[src/rtl/vram_scanout.sv]
// 640x480@60 scanout reader for a 320x240 RGB565 frame buffer, each source pixel doubled in x and y.
// Optional colour-bar generator on a test_pattern input when VRAM_SCANOUT_TESTPATTERN_EN is defined.
module vram_scanout #(
    parameter int unsigned H_ACTIVE = 640,
    parameter int unsigned H_FP     = 16,
    parameter int unsigned H_SYNC   = 96,
    parameter int unsigned H_BP     = 48,
    parameter int unsigned V_ACTIVE = 480,
    parameter int unsigned V_FP     = 10,
    parameter int unsigned V_SYNC   = 2,
    parameter int unsigned V_BP     = 33,
    parameter int unsigned FB_WIDTH = 320
) (
    input  logic        clk,
    input  logic        reset_n,
    output logic [16:0] vram_address_p2,
    output logic        vram_writeEnable_p2,
    output logic [15:0] vram_dataIn_p2,
    input  logic [15:0] vram_dataOut_p2,
`ifdef VRAM_SCANOUT_TESTPATTERN_EN
    input  logic        test_pattern,
`endif
    output logic        hsync,
    output logic        vsync,
    output logic        de,
    output logic [4:0]  red,
    output logic [5:0]  green,
    output logic [4:0]  blue,
    output logic        frame_start
);

    localparam int unsigned H_TOTAL  = H_ACTIVE + H_FP + H_SYNC + H_BP;
    localparam int unsigned V_TOTAL  = V_ACTIVE + V_FP + V_SYNC + V_BP;
    localparam logic [9:0]  H_LAST   = 10'(H_TOTAL - 1);
    localparam logic [9:0]  V_LAST   = 10'(V_TOTAL - 1);
    localparam logic [9:0]  HS_START = 10'(H_ACTIVE + H_FP);
    localparam logic [9:0]  HS_END   = 10'(H_ACTIVE + H_FP + H_SYNC);
    localparam logic [9:0]  VS_START = 10'(V_ACTIVE + V_FP);
    localparam logic [9:0]  VS_END   = 10'(V_ACTIVE + V_FP + V_SYNC);

    logic [9:0]  h_q, h_d, v_q, v_d;
    logic [16:0] line_base_q, line_base_d;
    logic        active, hs_raw, vs_raw, first;

    // Counter-time state
    always_comb begin
        h_d         = h_q + 10'd1;
        v_d         = v_q;
        line_base_d = line_base_q;
        if (h_q == H_LAST) begin
            h_d = '0;
            if (v_q == V_LAST) begin
                v_d         = '0;
                line_base_d = '0;
            end else begin
                v_d = v_q + 10'd1;
                // Advance the source line after the second copy of each line
                if (v_q[0] && (v_q < 10'(V_ACTIVE - 1))) begin
                    line_base_d = line_base_q + 17'(FB_WIDTH);
                end
            end
        end
    end

    always_ff @(posedge clk) begin
        if (!reset_n) begin
            h_q         <= '0;
            v_q         <= '0;
            line_base_q <= '0;
        end else begin
            h_q         <= h_d;
            v_q         <= v_d;
            line_base_q <= line_base_d;
        end
    end

    always_comb begin
        active          = (h_q < 10'(H_ACTIVE)) && (v_q < 10'(V_ACTIVE));
        hs_raw          = (h_q >= HS_START) && (h_q < HS_END);
        vs_raw          = (v_q >= VS_START) && (v_q < VS_END);
        first           = (h_q == '0) && (v_q == '0);
        vram_address_p2 = active ? (line_base_q + 17'(h_q[9:1])) : '0;
    end

    assign vram_writeEnable_p2 = 1'b0;
    assign vram_dataIn_p2      = '0;

    // Stage 1: timing flags aligned with the read data arriving next cycle
    logic        act1_q, hs1_q, vs1_q, first1_q;
    logic [15:0] pix;

`ifdef VRAM_SCANOUT_TESTPATTERN_EN
    localparam int unsigned BAR_W = H_ACTIVE / 8;
    logic [2:0] bar_d, bar1_q;

    always_comb begin
        bar_d = '0;
        for (int unsigned k = 1; k < 8; k++) begin
            if (h_q >= 10'(k * BAR_W)) bar_d = 3'(k);
        end
    end

    always_ff @(posedge clk) begin
        if (!reset_n) bar1_q <= '0;
        else          bar1_q <= bar_d;
    end

    always_comb begin
        pix = vram_dataOut_p2;
        if (test_pattern) begin
            unique case (bar1_q)
                3'd0:    pix = 16'hFFFF;
                3'd1:    pix = 16'hFFE0;
                3'd2:    pix = 16'h07FF;
                3'd3:    pix = 16'h07E0;
                3'd4:    pix = 16'hF81F;
                3'd5:    pix = 16'hF800;
                3'd6:    pix = 16'h001F;
                default: pix = 16'h0000;
            endcase
        end
    end
`else
    assign pix = vram_dataOut_p2;
`endif

    logic        de_q, hsync_q, vsync_q, fs_q;
    logic [15:0] rgb_q, rgb_d;

    assign rgb_d = act1_q ? pix : 16'h0000;

    always_ff @(posedge clk) begin
        if (!reset_n) begin
            act1_q   <= 1'b0;
            hs1_q    <= 1'b0;
            vs1_q    <= 1'b0;
            first1_q <= 1'b0;
            de_q     <= 1'b0;
            hsync_q  <= 1'b1;
            vsync_q  <= 1'b1;
            fs_q     <= 1'b0;
            rgb_q    <= '0;
        end else begin
            act1_q   <= active;
            hs1_q    <= hs_raw;
            vs1_q    <= vs_raw;
            first1_q <= first;
            de_q     <= act1_q;
            hsync_q  <= ~hs1_q;
            vsync_q  <= ~vs1_q;
            fs_q     <= first1_q;
            rgb_q    <= rgb_d;
        end
    end

    assign de          = de_q;
    assign hsync       = hsync_q;
    assign vsync       = vsync_q;
    assign frame_start = fs_q;
    assign red         = rgb_q[15:11];
    assign green       = rgb_q[10:5];
    assign blue        = rgb_q[4:0];

endmodule
[config.mk]
export PLATFORM = sky130hd
export DESIGN_NAME = vram_scanout
export DESIGN_NICKNAME = d
export VERILOG_FILES = /design/src/rtl/vram_scanout.sv
export SDC_FILE = /design/constraint.sdc
export NUM_CORES = 1
export LEC_CHECK = 0
export ABC_AREA = 0
export CAP_MARGIN = 25
export CORE_MARGIN = 2
export CORE_UTILIZATION = 35
export CTS_BUF_LIST = sky130_fd_sc_hd__clkbuf_4
export DETAILED_ROUTE_END_ITERATION = 8
export PLACE_DENSITY_LB_ADDON = 0.12
export SETUP_SLACK_MARGIN = 0.5
export SLEW_MARGIN = 40
export SYNTH_ARGS = -nofsm -noshare
export SYNTH_HDL_FRONTEND = slang
export SYNTH_SLANG_ARGS = --single-unit
[constraint.sdc]
create_clock -name clk -period 2.3 [get_ports clk]
set_input_delay 0.46 -clock clk [delete_from_list [all_inputs] [get_ports clk]]
set_output_delay 0.46 -clock clk [all_outputs]
set_load 0.03 [all_outputs]
# After elaboration in Yosys (flattened, before gate mapping)
# Cells that the tools add are included.
totals:
  ff_bits: 61
  latchBits: 0
  ramBits: 0
  rom_bits: 0
  in_bits: 18
  word_cells: 43
  mem_count: 0
op_classes:
  n_addsub: 4
  multipliers: 0
  div: 0
  n_lt_le_gt_ge: 7
  eq_ne: 2
  shifts: 0
  mux: 4
  bitwise_logic: 3
  n_reduce_logical: 11
op_table:
  columns: ["cell", "count"]
  rows:
  - ["17-bit 2-to-1 mux", 3]
  - ["10-bit by 9-bit less-than comparator with 1-bit output (second input constant)", 3]
  - ["10-bit by 1-bit adder with 10-bit output (second input constant)", 2]
  - ["10-bit equality test (second input constant)", 2]
  - ["10-bit logical NOT", 2]
  - ["10-bit less-than comparator (second input constant)", 2]
  - ["17-bit by 9-bit adder with 17-bit output", 1]
  - ["17-bit by 9-bit adder with 17-bit output (second input constant)", 1]
  - ["10-bit >= comparator (second input constant)", 1]
  - ["10-bit by 9-bit >= comparator with 1-bit output (second input constant)", 1]
  - ["10-bit 2-to-1 mux", 1]
  - ["1-bit logical AND", 5]
  - ["2-bit AND reduction", 2]
  - ["1-bit inverter", 3]
  - ["2-bit nonzero test", 1]
  - ["2-bit OR reduction", 1]

# Longest topological paths before layout
logic_depth:
  depth_word: 4
  ltp_mapped: 6
  depth_no_buf: 6

# Worst setup path before layout
# OpenSTA, ideal clock, no wires.
synth_path:
  path_type: "reg-to-output"
  startpoint: "register h_q[8]"
  endpoint: "output vram_address_p2[11]"
  arrival_time_ns: 2.021
  t_required_ns: 1.840
  slack_ns: -0.181
  stages_incl_launch_ff: 7
  path_buffers: 1
  path_cell_list: "dfxtp_1 -> ha_1 -> a21o_1 -> a21oi_1 -> clkbuf_1 -> or4_1 -> a21oi_1"
synth_between:
  elab_chain_len: 3
  word_cells_on_any_way: 4
synth_lines:
  columns: ["element", "line", "rtl"]
  rows:
  - ["start, declared", "41", "logic [9:0] h_q, h_d, v_q, v_d;"]
  - ["start signal, assigned", "67", "h_q <= '0;"]
  - ["start signal, assigned", "71", "h_q <= h_d;"]
  - ["parallel branches: the longest is 2 deep, another holds 17-bit by 9-bit adder with 17-bit output", null, null]
  - ["17-bit 2-to-1 mux (*)", "82", "vram_address_p2 = active ? (line_base_q + 17'(h_q[9:1])) : '0;"]
  - ["end, declared", "16", "output logic [16:0] vram_address_p2,"]
# Mark *: on every way between the ends.

# Worst setup path after layout
layout_path:
  startpoint: "register h_q[8]"
  endpoint: "output vram_address_p2[15]"
# The elaborated chain is that of the path after synthesis.

==> results.rst <==
.. list-table::
   :header-rows: 1

   * - Metric
     - Value
   * - Run status
     - complete, but fails checks
   * - Violations in the final reports
     - negative setup slack
   * - Internal power contribution
     - 1.24 mW
   * - Leakage component of the power
     - 1.68 nW
   * - Most used DFF post-synth
     - sky130_fd_sc_hd__dfxtp_1
   * - Fin crit period
     - 2.51 ns
   * - Worst setup EP type
     - primary output
   * - Number of flip-flops and latches in the synthesized netlist
     - 55
   * - Combined flip-flop and latch cell area
     - 1120 um^2
   * - Total Neg Setup Slack
     - -1.41 ns
   * - Yosys warning total
     - 0
   * - Total power after layout
     - 1.78 mW
   * - Post-synth EDFFs
     - 0
   * - Top fanout value on the critical path
     - 8
   * - Multi-input combinational cell area
     - 1870 um^2
   * - Design Area, Final
     - 4180 um^2
   * - Maximum clock path buffer count
     - 2
   * - CTS tree
     - yes
   * - Latest clock arrival within the worst-skew pair
     - 0.40 ns
   * - Pin count of the biggest net entering global routing
     - 44
   * - Vias per cell
     - 5.30
   * - Pins over their slew limit
     - 0
   * - Total Routed Length
     - 7800 um
   * - Clock Root Buffer
     - sky130_fd_sc_hd__clkbuf_4
   * - Max-cap violations
     - 0
   * - Starting Density
     - 36.2%
   * - Mapped Area
     - 2800 um^2
   * - Sequential element share of the synthesized area
     - 39.4%
   * - Worst setup path class
     - reg2out
   * - Chip width
     - 93.4 um
   * - GRT Total Usage
     - 18.2%
   * - Final weighted congestion in routability-driven placement
     - 0.791
   * - Hold violation total from the final report
     - 0
   * - Setup repair after global routing missed its margin
     - yes
   * - Count of buffers from port buffering
     - 54
   * - Power density cells
     - 427 nW/um^2
   * - Least setup slack across all paths after layout
     - -0.213 ns
   * - HPWL after DPL
     - 5100 um
   * - Routed length per instance
     - 14.8 um
   * - Synthesis-to-layout area growth
     - 49.5%
   * - Number of global-route vias before repair
     - 2,618
   * - Die Y
     - 93.4 um
   * - WP data required
     - 1.84 ns
   * - Internal reg-to-reg setup slack
     - 0.44 ns
   * - First-pass DRT Iterations
     - 4
   * - Maximum frequency from static timing analysis
     - 398 MHz
   * - Fraction of registers with async set/reset
     - 0%
   * - Area of the die
     - 8720 um^2
   * - Arrival time at the worst endpoint
     - 2.05 ns
   * - First-pass GRT wire length
     - 12,800 um
   * - Gate count of the mapped netlist
     - 337
   * - Net load switching power
     - 546 uW
   * - Avg Synthesized Cell Area
     - 8.29 um^2
   * - Final number of setup-violating endpoints
     - 8
   * - Clock power share
     - 26.9%
   * - Nature of the critical path startpoint
     - register
   * - Detailed-route via count
     - 2,806
   * - Number of inserted diodes
     - 0
   * - GRT Residual Overflow
     - 0
   * - Worst ir drop on vdd
     - 0.215 mV
   * - Count of H-tree levels built during CTS
     - 2
   * - Switching part of the total power
     - 30.6%
   * - Initial antenna violation count
     - 0
   * - DRC Markers
     - 0
   * - Post-cts hold buffer count
     - 0
   * - Initial DRC count
     - 122
   * - Standard cell core area
     - 7730 um^2
   * - Worst clock skew
     - 0.0166 ns
   * - Number of fillers in the final layout
     - 723
   * - Share of cells above drive strength 1
     - 32.8%
   * - Number of sinks driven by the clock tree
     - 55
   * - Final clock period utilization by the worst path
     - 109%
   * - Fin Hold WS
     - 0.386 ns
   * - Placed instance area
     - 3640 um^2
   * - Share of total power in combinational logic
     - 17.0%
   * - Classification of the worst-slack hold path
     - reg2reg
   * - Post-layout nets
     - 452
   * - Number of buffers inserted during clock tree synthesis
     - 5
   * - Library cells used by synthesis
     - 43
   * - Number of antenna-violating nets in the routed design
     - 0
   * - Number of rows created at floorplan
     - 32
   * - Boundary Pins
     - 72
   * - Sequential power share
     - 56.2%
   * - Clock slew at reported path FFs
     - 0.16 ns
[worst paths after layout]
path,end,depth (start not counted),start
setup reg to reg,line_base_q[6],5,h_q[7]
setup / recovery,vram_address_p2[15],6,h_q[8]
hold / removal,hsync,1,hs1_q
hold reg to reg,hsync,1,hs1_q
[power groups by stage]
stage / sequential, mW / clock, mW / combinational (mW)
finish: 1.00 / 0.480 / 0.303
global route: 1.01 / 0.540 / 0.322
CTS: 1.00 / 0.501 / 0.298
detailed placement: 1.02 / 0 / 0.270
global placement: 1.02 / 0 / 0.267
floorplan: 1.04 / 0 / 0.162
[timing repair]
item | CTS | global route
endpoints found under the setup margin | 51 | 41
buffers inserted | 14 | 8
resized for setup | 105 | 17
pin swaps | 17 | 10
gates cloned | 2 | 0
[through the flow]
step,util [%],instances,setup WS (ns)
6_report,54.1,529,-0.213
5_1_grt,54.1,529,-0.302
4_1_cts,52.4,521,-0.224
3_5_place_dp,47.1,497,0.00806
3_3_place_gp,47.1,497,0.0435
2_1_floorplan,-,353,0.185
[layout by cell type (no fill, tap or decap), drive strengths merged, types with 10 or more instances in the layout]
cell           instances
and3                  19
xnor2                 10
inv                   12
or4                   11
a21oi                 20
dfxtp                 55
conb                  17
o21ai                 11
nand3                 23
clkdlybuf4s50         17
dlygate4sd2           20
nand4                 10
buf                   64
nand2                 21
nor2                  26
[synthesized netlist by cell type (all sizes together), types with 5 or more instances]
master  instances  share of area [%]
clkbuf         20                2.7
or4            11                3.1
and3           19                4.3
a21oi          19                3.4
nand4          10                2.2
ha              8                3.6
inv            12                1.6
nand2          21                2.8
o211ai          5                1.3
nor3            6                1.1
dfxtp          55                 39
o21ai          11                2.0
xnor2          10                3.1
nor2           26                3.5
or3             6                1.3
o31ai           8                2.1
nand3          23                4.3
buf            17                4.6
and2            9                2.0
[area by class of cell]
| type | count | share of cell area, % |
|---|---|---|
| Multi-Input combinational cell | 251 | 44.7 |
| Sequential cell | 55 | 26.9 |
| Timing Repair Buffer | 101 | 22.5 |
| Tap cell | 102 | 3.05 |
| Inverter | 12 | 1.17 |
| Clock buffer | 5 | 0.898 |
| Clock inverter | 3 | 0.808 |
[cell families (layout without fill, tap and decap cells)]
logic type	Yosys count	after routing	share of synthesized area, %
and+or+nand+nor	149	150	29.4
AOI/OAI and AO/OA	63	64	14.9
DFF	55	55	39.4
buffers and inverters	49	121	8.86
xor gates and xnor gates	12	12	3.76
adders and majority gates	8	8	3.58
other	1	17	0.134
[critical path, cell delays in order (launching register included)]
cell                      delay (ns)
sky130_fd_sc_hd__dfxtp_2        0.37
sky130_fd_sc_hd__ha_4           0.27
sky130_fd_sc_hd__a21o_4         0.14
sky130_fd_sc_hd__a21oi_4        0.09
sky130_fd_sc_hd__or4_4          0.50
sky130_fd_sc_hd__a21oi_4        0.16
sky130_fd_sc_hd__buf_6          0.14
[sequential cells by signal, summed over array words and instances, names as in the netlist]
name         flops
h_q             10
de               1
hsync            1
vs1_q            1
hs1_q            1
frame_start      1
vsync            1
line_base_q     11
first1_q         1
v_q             10
rgb_q           16
act1_q           1
[metal layers]
| layer | GRT usage [%] | vias to the layer above | share of wire (%) |
|---|---|---|---|
| met1 | 24.3 | 1356 | 45 |
| met4 | 4.78 | 0 | 1.4 |
| met3 | 3.06 | 9 | 5.3 |
| met2 | 30.5 | 78 | 49 |
| li1 | - | 1363 | - |
| met5 | 0 | - | 0 |
No activity file was read; power rests on OpenSTA's default activity.
